--- config.mk ---
export PLATFORM = sky130hd
export DESIGN_NAME = add_sub_pipe
export DESIGN_NICKNAME = d
export VERILOG_FILES = /design/src/rtl/add_sub_pipe_pkg.sv /design/src/rtl/add_sub_pipe_chunk.sv /design/src/rtl/add_sub_pipe.sv
export SDC_FILE = /design/constraint.sdc
export NUM_CORES = 1
export LEC_CHECK = 0
export CORE_ASPECT_RATIO = 1.5
export CORE_MARGIN = 1
export CORE_UTILIZATION = 47
export CTS_CLUSTER_DIAMETER = 30
export DETAILED_ROUTE_END_ITERATION = 12
export PLACE_DENSITY = 0.82
export REMOVE_ABC_BUFFERS = 1
export SETUP_SLACK_MARGIN = 0.02
export SLEW_MARGIN = 10
export SYNTH_ARGS = -nofsm -noshare
export SYNTH_HDL_FRONTEND = slang
export SYNTH_SLANG_ARGS = --single-unit
--- constraint.sdc ---
create_clock -name clk -period 2.2 [get_ports clk]
set_input_delay 0.44 -clock clk [delete_from_list [all_inputs] [get_ports clk]]
set_output_delay 0.44 -clock clk [all_outputs]
set_load 0.05 [all_outputs]
--- src/rtl/add_sub_pipe_pkg.sv ---
// -----------------------------------------------------------------------------
// add_sub_pipe_pkg
//   Shared definitions for the pipelined adder/subtractor:
//     MODE_ADD / MODE_SUB : values of the 'mode' input
//     chunk_w()           : bits handled by each pipeline stage
//     cfg_ok()            : parameter legality check, evaluated at elaboration
// -----------------------------------------------------------------------------
package add_sub_pipe_pkg;

  localparam logic MODE_ADD = 1'b0;
  localparam logic MODE_SUB = 1'b1;

  // Width of one carry-chained slice.
  function automatic int chunk_w(input int width, input int stages);
    return width / stages;
  endfunction

  // The datapath is split into equal slices, so WIDTH must divide evenly.
  function automatic bit cfg_ok(input int width, input int stages);
    return (width >= 1) && (stages >= 1) && ((width % stages) == 0);
  endfunction

endpackage

--- src/rtl/add_sub_pipe_chunk.sv ---
// -----------------------------------------------------------------------------
// add_sub_pipe_chunk
//   One registered CHUNK-bit slice of the carry-chained adder. Adds its operand
//   slice plus the incoming carry and registers the slice sum, the carry out of
//   the slice, the carry into the slice MSB (only meaningful for the top slice,
//   where it forms the signed-overflow flag) and the beat valid bit.
//
//   Ports
//     clk, rst_n   clock, synchronous active-low reset
//     adv_i        pipeline advance enable; all registers hold when low
//     valid_i      beat valid entering this slice
//     a_i, b_i     operand slices (b_i is already inverted for subtraction)
//     carry_i      carry from the previous slice (or cin for slice 0)
//     sum_o        registered slice sum
//     carry_o      registered carry out of the slice MSB
//     carry_msb_o  registered carry into the slice MSB
//     valid_o      registered beat valid
// -----------------------------------------------------------------------------
module add_sub_pipe_chunk #(
  parameter int CHUNK = 4
) (
  input  logic             clk,
  input  logic             rst_n,
  input  logic             adv_i,
  input  logic             valid_i,
  input  logic [CHUNK-1:0] a_i,
  input  logic [CHUNK-1:0] b_i,
  input  logic             carry_i,
  output logic [CHUNK-1:0] sum_o,
  output logic             carry_o,
  output logic             carry_msb_o,
  output logic             valid_o
);

  logic [CHUNK:0]   full_d;
  logic             carry_msb_d;

  logic [CHUNK-1:0] sum_q;
  logic             carry_q;
  logic             carry_msb_q;
  logic             valid_q;

  assign full_d = {1'b0, a_i} + {1'b0, b_i} + {{CHUNK{1'b0}}, carry_i};

  // The carry into a bit position is recovered from the sum bit and the two
  // operand bits, which avoids building a separate CHUNK-1 bit adder.
  assign carry_msb_d = full_d[CHUNK-1] ^ a_i[CHUNK-1] ^ b_i[CHUNK-1];

  always_ff @(posedge clk) begin
    // NOTE: sequential state is written with <= so every stage samples the
    // values its neighbours held before the edge, independent of block order.
    if (!rst_n) begin
      sum_q       <= '0;
      carry_q     <= 1'b0;
      carry_msb_q <= 1'b0;
      valid_q     <= 1'b0;
    end else if (adv_i) begin
      sum_q       <= full_d[CHUNK-1:0];
      carry_q     <= full_d[CHUNK];
      carry_msb_q <= carry_msb_d;
      valid_q     <= valid_i;
    end
  end

  assign sum_o       = sum_q;
  assign carry_o     = carry_q;
  assign carry_msb_o = carry_msb_q;
  assign valid_o     = valid_q;

endmodule

--- src/rtl/add_sub_pipe.sv ---
// -----------------------------------------------------------------------------
// add_sub_pipe
//   Pipelined WIDTH-bit adder/subtractor with valid/ready handshake. The
//   operation is split into STAGES carry-chained slices of CHUNK bits; slice k
//   is computed in pipeline stage k. Upper operand slices are delayed (skew) so
//   they meet their carry, and lower result slices are delayed (deskew) so all
//   bits of one beat leave together. Latency is STAGES cycles, throughput one
//   beat per cycle; a stalled output freezes the whole pipeline.
//
//   Ports
//     clk, rst_n            clock, synchronous active-low reset
//     in_valid / in_ready   input handshake (in_ready is combinational)
//     a, b, cin, mode       operands; mode 0 = a+b+cin, 1 = a+~b+cin
//     out_valid / out_ready output handshake
//     sum, cout, ovf        result, carry out of MSB, signed overflow
//
//   Build option
//     ADD_SUB_PIPE_SAT_EN   when defined, sum clamps to the signed max/min on
//                           overflow; cout and ovf remain unsaturated.
// -----------------------------------------------------------------------------
module add_sub_pipe
  import add_sub_pipe_pkg::*;
#(
  parameter int WIDTH  = 8,
  parameter int STAGES = 2
) (
  input  logic             clk,
  input  logic             rst_n,
  input  logic             in_valid,
  output logic             in_ready,
  input  logic [WIDTH-1:0] a,
  input  logic [WIDTH-1:0] b,
  input  logic             cin,
  input  logic             mode,
  output logic             out_valid,
  input  logic             out_ready,
  output logic [WIDTH-1:0] sum,
  output logic             cout,
  output logic             ovf
);

  localparam int CHUNK = chunk_w(WIDTH, STAGES);

  if (!cfg_ok(WIDTH, STAGES)) begin : g_cfg_check
    $error("add_sub_pipe: need WIDTH >= 1, STAGES >= 1 and WIDTH divisible by STAGES");
  end

  logic             adv;
  logic [WIDTH-1:0] b_eff;
  logic [CHUNK-1:0] a_stg   [STAGES];
  logic [CHUNK-1:0] b_stg   [STAGES];
  logic [CHUNK-1:0] sum_stg [STAGES];
  logic [CHUNK-1:0] sum_al  [STAGES];
  logic [STAGES:0]  carry_c;
  logic [STAGES:0]  valid_c;
  logic             carry_msb_top;
  logic [WIDTH-1:0] sum_raw;

  // Global stall: the pipeline moves whenever the output slot is empty or is
  // being drained this cycle, which lets accept and drain overlap at full rate.
  assign adv      = ~out_valid | out_ready;
  assign in_ready = adv;

  assign b_eff = (mode == MODE_SUB) ? ~b : b;

  assign carry_c[0] = cin;
  assign valid_c[0] = in_valid;
  assign a_stg[0]   = a[CHUNK-1:0];
  assign b_stg[0]   = b_eff[CHUNK-1:0];

  // ---------------------------------------------------------------------------
  // Operand skew: slice k waits k cycles so it reaches stage k together with
  // the carry produced by stage k-1 for the same beat.
  // ---------------------------------------------------------------------------
  for (genvar k = 1; k < STAGES; k++) begin : g_skew
    logic [2*CHUNK-1:0] line_q [k];

    // NOTE: the skew lines carry operand data only; the valid bits travelling
    // alongside qualify them, so these registers are intentionally not reset.
    always_ff @(posedge clk) begin
      if (adv) begin
        line_q[0] <= {a[k*CHUNK +: CHUNK], b_eff[k*CHUNK +: CHUNK]};
        for (int i = 1; i < k; i++) begin
          line_q[i] <= line_q[i-1];
        end
      end
    end

    assign {a_stg[k], b_stg[k]} = line_q[k-1];
  end

  // ---------------------------------------------------------------------------
  // Carry-chained slices. Only the top slice's MSB carry-in is used (for ovf).
  // ---------------------------------------------------------------------------
  for (genvar k = 0; k < STAGES; k++) begin : g_stage
    if (k == STAGES - 1) begin : g_top
      add_sub_pipe_chunk #(
        .CHUNK(CHUNK)
      ) u_chunk (
        .clk        (clk),
        .rst_n      (rst_n),
        .adv_i      (adv),
        .valid_i    (valid_c[k]),
        .a_i        (a_stg[k]),
        .b_i        (b_stg[k]),
        .carry_i    (carry_c[k]),
        .sum_o      (sum_stg[k]),
        .carry_o    (carry_c[k+1]),
        .carry_msb_o(carry_msb_top),
        .valid_o    (valid_c[k+1])
      );
    end else begin : g_low
      logic unused_carry_msb;

      add_sub_pipe_chunk #(
        .CHUNK(CHUNK)
      ) u_chunk (
        .clk        (clk),
        .rst_n      (rst_n),
        .adv_i      (adv),
        .valid_i    (valid_c[k]),
        .a_i        (a_stg[k]),
        .b_i        (b_stg[k]),
        .carry_i    (carry_c[k]),
        .sum_o      (sum_stg[k]),
        .carry_o    (carry_c[k+1]),
        .carry_msb_o(unused_carry_msb),
        .valid_o    (valid_c[k+1])
      );
    end
  end

  // ---------------------------------------------------------------------------
  // Result deskew: slice j is ready after j+1 cycles and is held for
  // STAGES-1-j more so the whole word appears at the output together. These
  // registers feed sum directly, so they are reset to give sum = 0.
  // ---------------------------------------------------------------------------
  for (genvar j = 0; j < STAGES; j++) begin : g_deskew
    localparam int DEPTH = STAGES - 1 - j;

    if (DEPTH == 0) begin : g_pass
      assign sum_al[j] = sum_stg[j];
    end else begin : g_dly
      logic [CHUNK-1:0] dly_q [DEPTH];

      always_ff @(posedge clk) begin
        if (!rst_n) begin
          for (int i = 0; i < DEPTH; i++) begin
            dly_q[i] <= '0;
          end
        end else if (adv) begin
          dly_q[0] <= sum_stg[j];
          for (int i = 1; i < DEPTH; i++) begin
            dly_q[i] <= dly_q[i-1];
          end
        end
      end

      assign sum_al[j] = dly_q[DEPTH-1];
    end

    assign sum_raw[j*CHUNK +: CHUNK] = sum_al[j];
  end

  // ---------------------------------------------------------------------------
  // Output stage
  // ---------------------------------------------------------------------------
  assign out_valid = valid_c[STAGES];
  assign cout      = carry_c[STAGES];
  assign ovf       = carry_c[STAGES] ^ carry_msb_top;

`ifdef ADD_SUB_PIPE_SAT_EN
  localparam logic [WIDTH-1:0] SMIN = WIDTH'(1) << (WIDTH - 1);
  localparam logic [WIDTH-1:0] SMAX = ~SMIN;

  // On overflow the wrapped sign is the opposite of the operands' common sign:
  // a negative-looking wrapped result means both operands were positive.
  assign sum = ovf ? (sum_raw[WIDTH-1] ? SMAX : SMIN) : sum_raw;
`else
  assign sum = sum_raw;
`endif

endmodule
==> results.sh <==
export IMPL_start_util=0.5110
export IMPL_crit_slowest_cell="clkdlybuf4s50_1"
export IMPL_clkTransAtPathRegs_ps=150
export IMPL_cts_tree="yes"
export IMPL_drtPass1Iterations=4
export IMPL_worstMarginPinSlew_ps=527.8
export IMPL_die_h_um=65.92
export IMPL_r2r_start="g_skew[1].line_q[0][4]$_DFFE_PP_"
export IMPL_drc_errors=0
export IMPL_drtAntennaViolNets=0
export IMPL_wl_met2_um=1326
export IMPL_yosysWarningCount=0
export IMPL_routed_via_density=5.036
export IMPL_cpPeakStageDelay_ps=470
export IMPL_synth_avg_cell_area_sq_um=10.76
export IMPL_num_antenna_cells=0
export IMPL_first_iter_violations=15
export IMPL_syn_area_sq_um=1280
export IMPL_grt_pass1_vias=1015
export IMPL_rows=22
export IMPL_finish_instance_area_sq_um=1744
export IMPL_crit_start="out_ready"
export IMPL_yosys_register_bits=25
export IMPL_ys_seq_area_frac=0.4848
export IMPL_worstPathArrival_ps=1560
export IMPL_period_share=0.9087
export IMPL_worstSetupEndpointType="output port"
export IMPL_crit_fanout=15
export IMPL_cts_sinks=25
export IMPL_ctsHtreeMaxLevel=1
export IMPL_synthArstFlopShare=0
export IMPL_cts_buffer_depth=2
export IMPL_hold_path_class="flip-flop to flip-flop"
export IMPL_p_leak_nw=0.7458
export IMPL_cts_root_buffer="clkbuf_4"
export IMPL_max_vdd_ir_drop_mv=0.4233
export IMPL_top_layer_used="met4"
export IMPL_seq_area_sq_um=620.6
export IMPL_critPathKind="input pin to output port"
export IMPL_max_freq_ghz=0.5002
export IMPL_syn_inst=119
export IMPL_die_area_sq_um=2940
export IMPL_setup_viol=0
export IMPL_crit_family="buffers and inverters"
export IMPL_synth_ff_type="dfxtp_1"
export IMPL_postCtsSetupRepairBufs=0
export IMPL_place_hpwl_um=1972
export IMPL_slew_headroom=0.6478
export IMPL_power_mw=1.247
export IMPL_worstSkewPairLatency_ps=350
export IMPL_final_instance_count_excl_fill=197
export IMPL_drive_above_1_share=0.1056
export IMPL_dr_wl_met3_um=109
export IMPL_gp_congestion=0.7112
export IMPL_crit_required_ps=1760
export IMPL_io_pins=34
export IMPL_grt_pass1_wl_um=4284
export IMPL_status="finished clean"
export IMPL_wl_met1_um=943
export IMPL_layout_commonest_cell="clkdlybuf4s50_1"
export IMPL_portBuffers=33
export IMPL_vias=992
export IMPL_track_usage=0.2033
export IMPL_wirelength_um=2448
export IMPL_hold_start="g_stage[0].g_low.u_chunk.sum_o[1]$_SDFFE_PN0P_"
export IMPL_maxCapViolCount=0
export IMPL_n_fill_cell=193
export IMPL_drv_slew=0
export IMPL_rsz0062_at_grt="false"
export IMPL_antenna_found_initial=0
export IMPL_powerDensity_nw_per_um2=714.9
export IMPL_wl_per_cell_um=12.43
export IMPL_dpl_cell_count=193
export IMPL_grt_max_degree=16
export IMPL_numCtsBuffers=3
export IMPL_grt_ovfl_total=0
export IMPL_hold_ws_ps=462.0
export IMPL_path_buf_inv=3
export IMPL_skew_ps=16.53
export IMPL_fp_coreArea_sq_um=2505
export IMPL_mostFrequentLayoutCells="31 x clkdlybuf4s50_1, 13 x dfxtp_1, 12 x edfxtp_1"
export IMPL_cp_start_kind="input pin"
export IMPL_synth_cell_types=29
export IMPL_synth_edf_count=12
export IMPL_cp_cell_sequence="clkdlybuf4s50_1, nor2b_2, inv_1, buf_12"
export IMPL_final_hold_viol_count=0
export IMPL_tns_ps=0
export IMPL_place_area_sq_um=1712
export IMPL_nets=194
export IMPL_fp_dieW_um=44.61
export IMPL_area_growth_pct=36.27
export IMPL_final_min_clock_period_ps=1999
export IMPL_multi_input_area_sq_um=596.8
-- cells by family (layout without fill, tap and decap cells) --
group | Yosys count | count (layout) | synth area share
xor+xnor | 14 | 14 | 0.09579
fa+ha+maj | 10 | 10 | 0.1212
compound gates | 19 | 19 | 0.1017
buf+inv | 14 | 56 | 0.04888
simple gates | 35 | 35 | 0.1320
flops | 25 | 25 | 0.4849
mux | 2 | 2 | 0.01564
-- metrics by stage --
stage / util / worst slack, ps
finish: 0.6963 / 200.9
global route: 0.6963 / 119.4
CTS: 0.6953 / 77.95
detailed placement: 0.6833 / -122.2
global placement: 0.6833 / -46.32
floorplan: - / -77.77
-- power breakdown --
part	internal, mW	switching [mW]
sequential	0.550	0.0305
clock	0.0701	0.154
combinational	0.194	0.248
-- final timing paths --
check	cells past startpoint	slack, ps	end
worst max register to register	5	340	g_stage[1].g_top.u_chunk.carry_msb_o$_SDFFE_PN0P_
worst max-delay path	4	200	in_ready
worst min-delay path	2	460	g_stage[0].g_low.u_chunk.sum_o[1]$_SDFFE_PN0P_
worst min register to register	2	460	g_stage[0].g_low.u_chunk.sum_o[1]$_SDFFE_PN0P_
-- final cells by class --
type                       count  share of cell area
clock buffer                   3             0.01291
multi-input combinational     80              0.3422
clock inverter                 1            0.004304
tap                           36             0.02583
inverter                       9             0.01937
sequential                    25              0.3558
timing repair buffer          43              0.2396
-- synthesized netlist by cell type (4+ instances only) --
master / number / area [sq um]
and3_1: 4 / 25.02
a21oi_1: 7 / 35.03
dfxtp_1: 13 / 260.3
nor2_1: 8 / 30.03
ha_1: 6 / 75.07
xnor2_1: 4 / 35.03
inv_1: 8 / 30.03
nand2_1: 9 / 33.78
edfxtp_1: 12 / 360.4
xor2_1: 10 / 87.58
fa_1: 4 / 80.08
nand3_1: 8 / 40.04
-- state kept, by name (all words and copies together), names as in the netlist --
signal / cells
g_skew.line_q: 8
g_deskew.g_dly.dly_q: 4
g_stage.g_low.u_chunk.sum_o: 4
g_stage.g_top.u_chunk.sum_o: 4
g_stage.g_low.u_chunk.carry_o: 1
g_stage.g_low.u_chunk.valid_o: 1
g_stage.g_top.u_chunk.carry_msb_o: 1
g_stage.g_top.u_chunk.carry_o: 1
g_stage.g_top.u_chunk.valid_o: 1
-- routing by layer --
layer	up-vias	global-route usage
li1	491	-
met1	462	0.2153
met2	34	0.3640
met3	5	0.03552
met4	0	0.1136
met5	-	0
-- worst register-to-register path: stages, from the launching register on --
cell	delay, ps
edfxtp_1	430
fa_1	470
a21o_1	210
a21oi_4	210
mux2i_1	110
a311o_1	320
-- repair_timing --
item / CTS / global route
setup endpoints to repair: 0 / 1
resized for setup: 0 / 1
hold buffers: 0 / 0
Note: power is estimated with default switching activity, not from simulation.
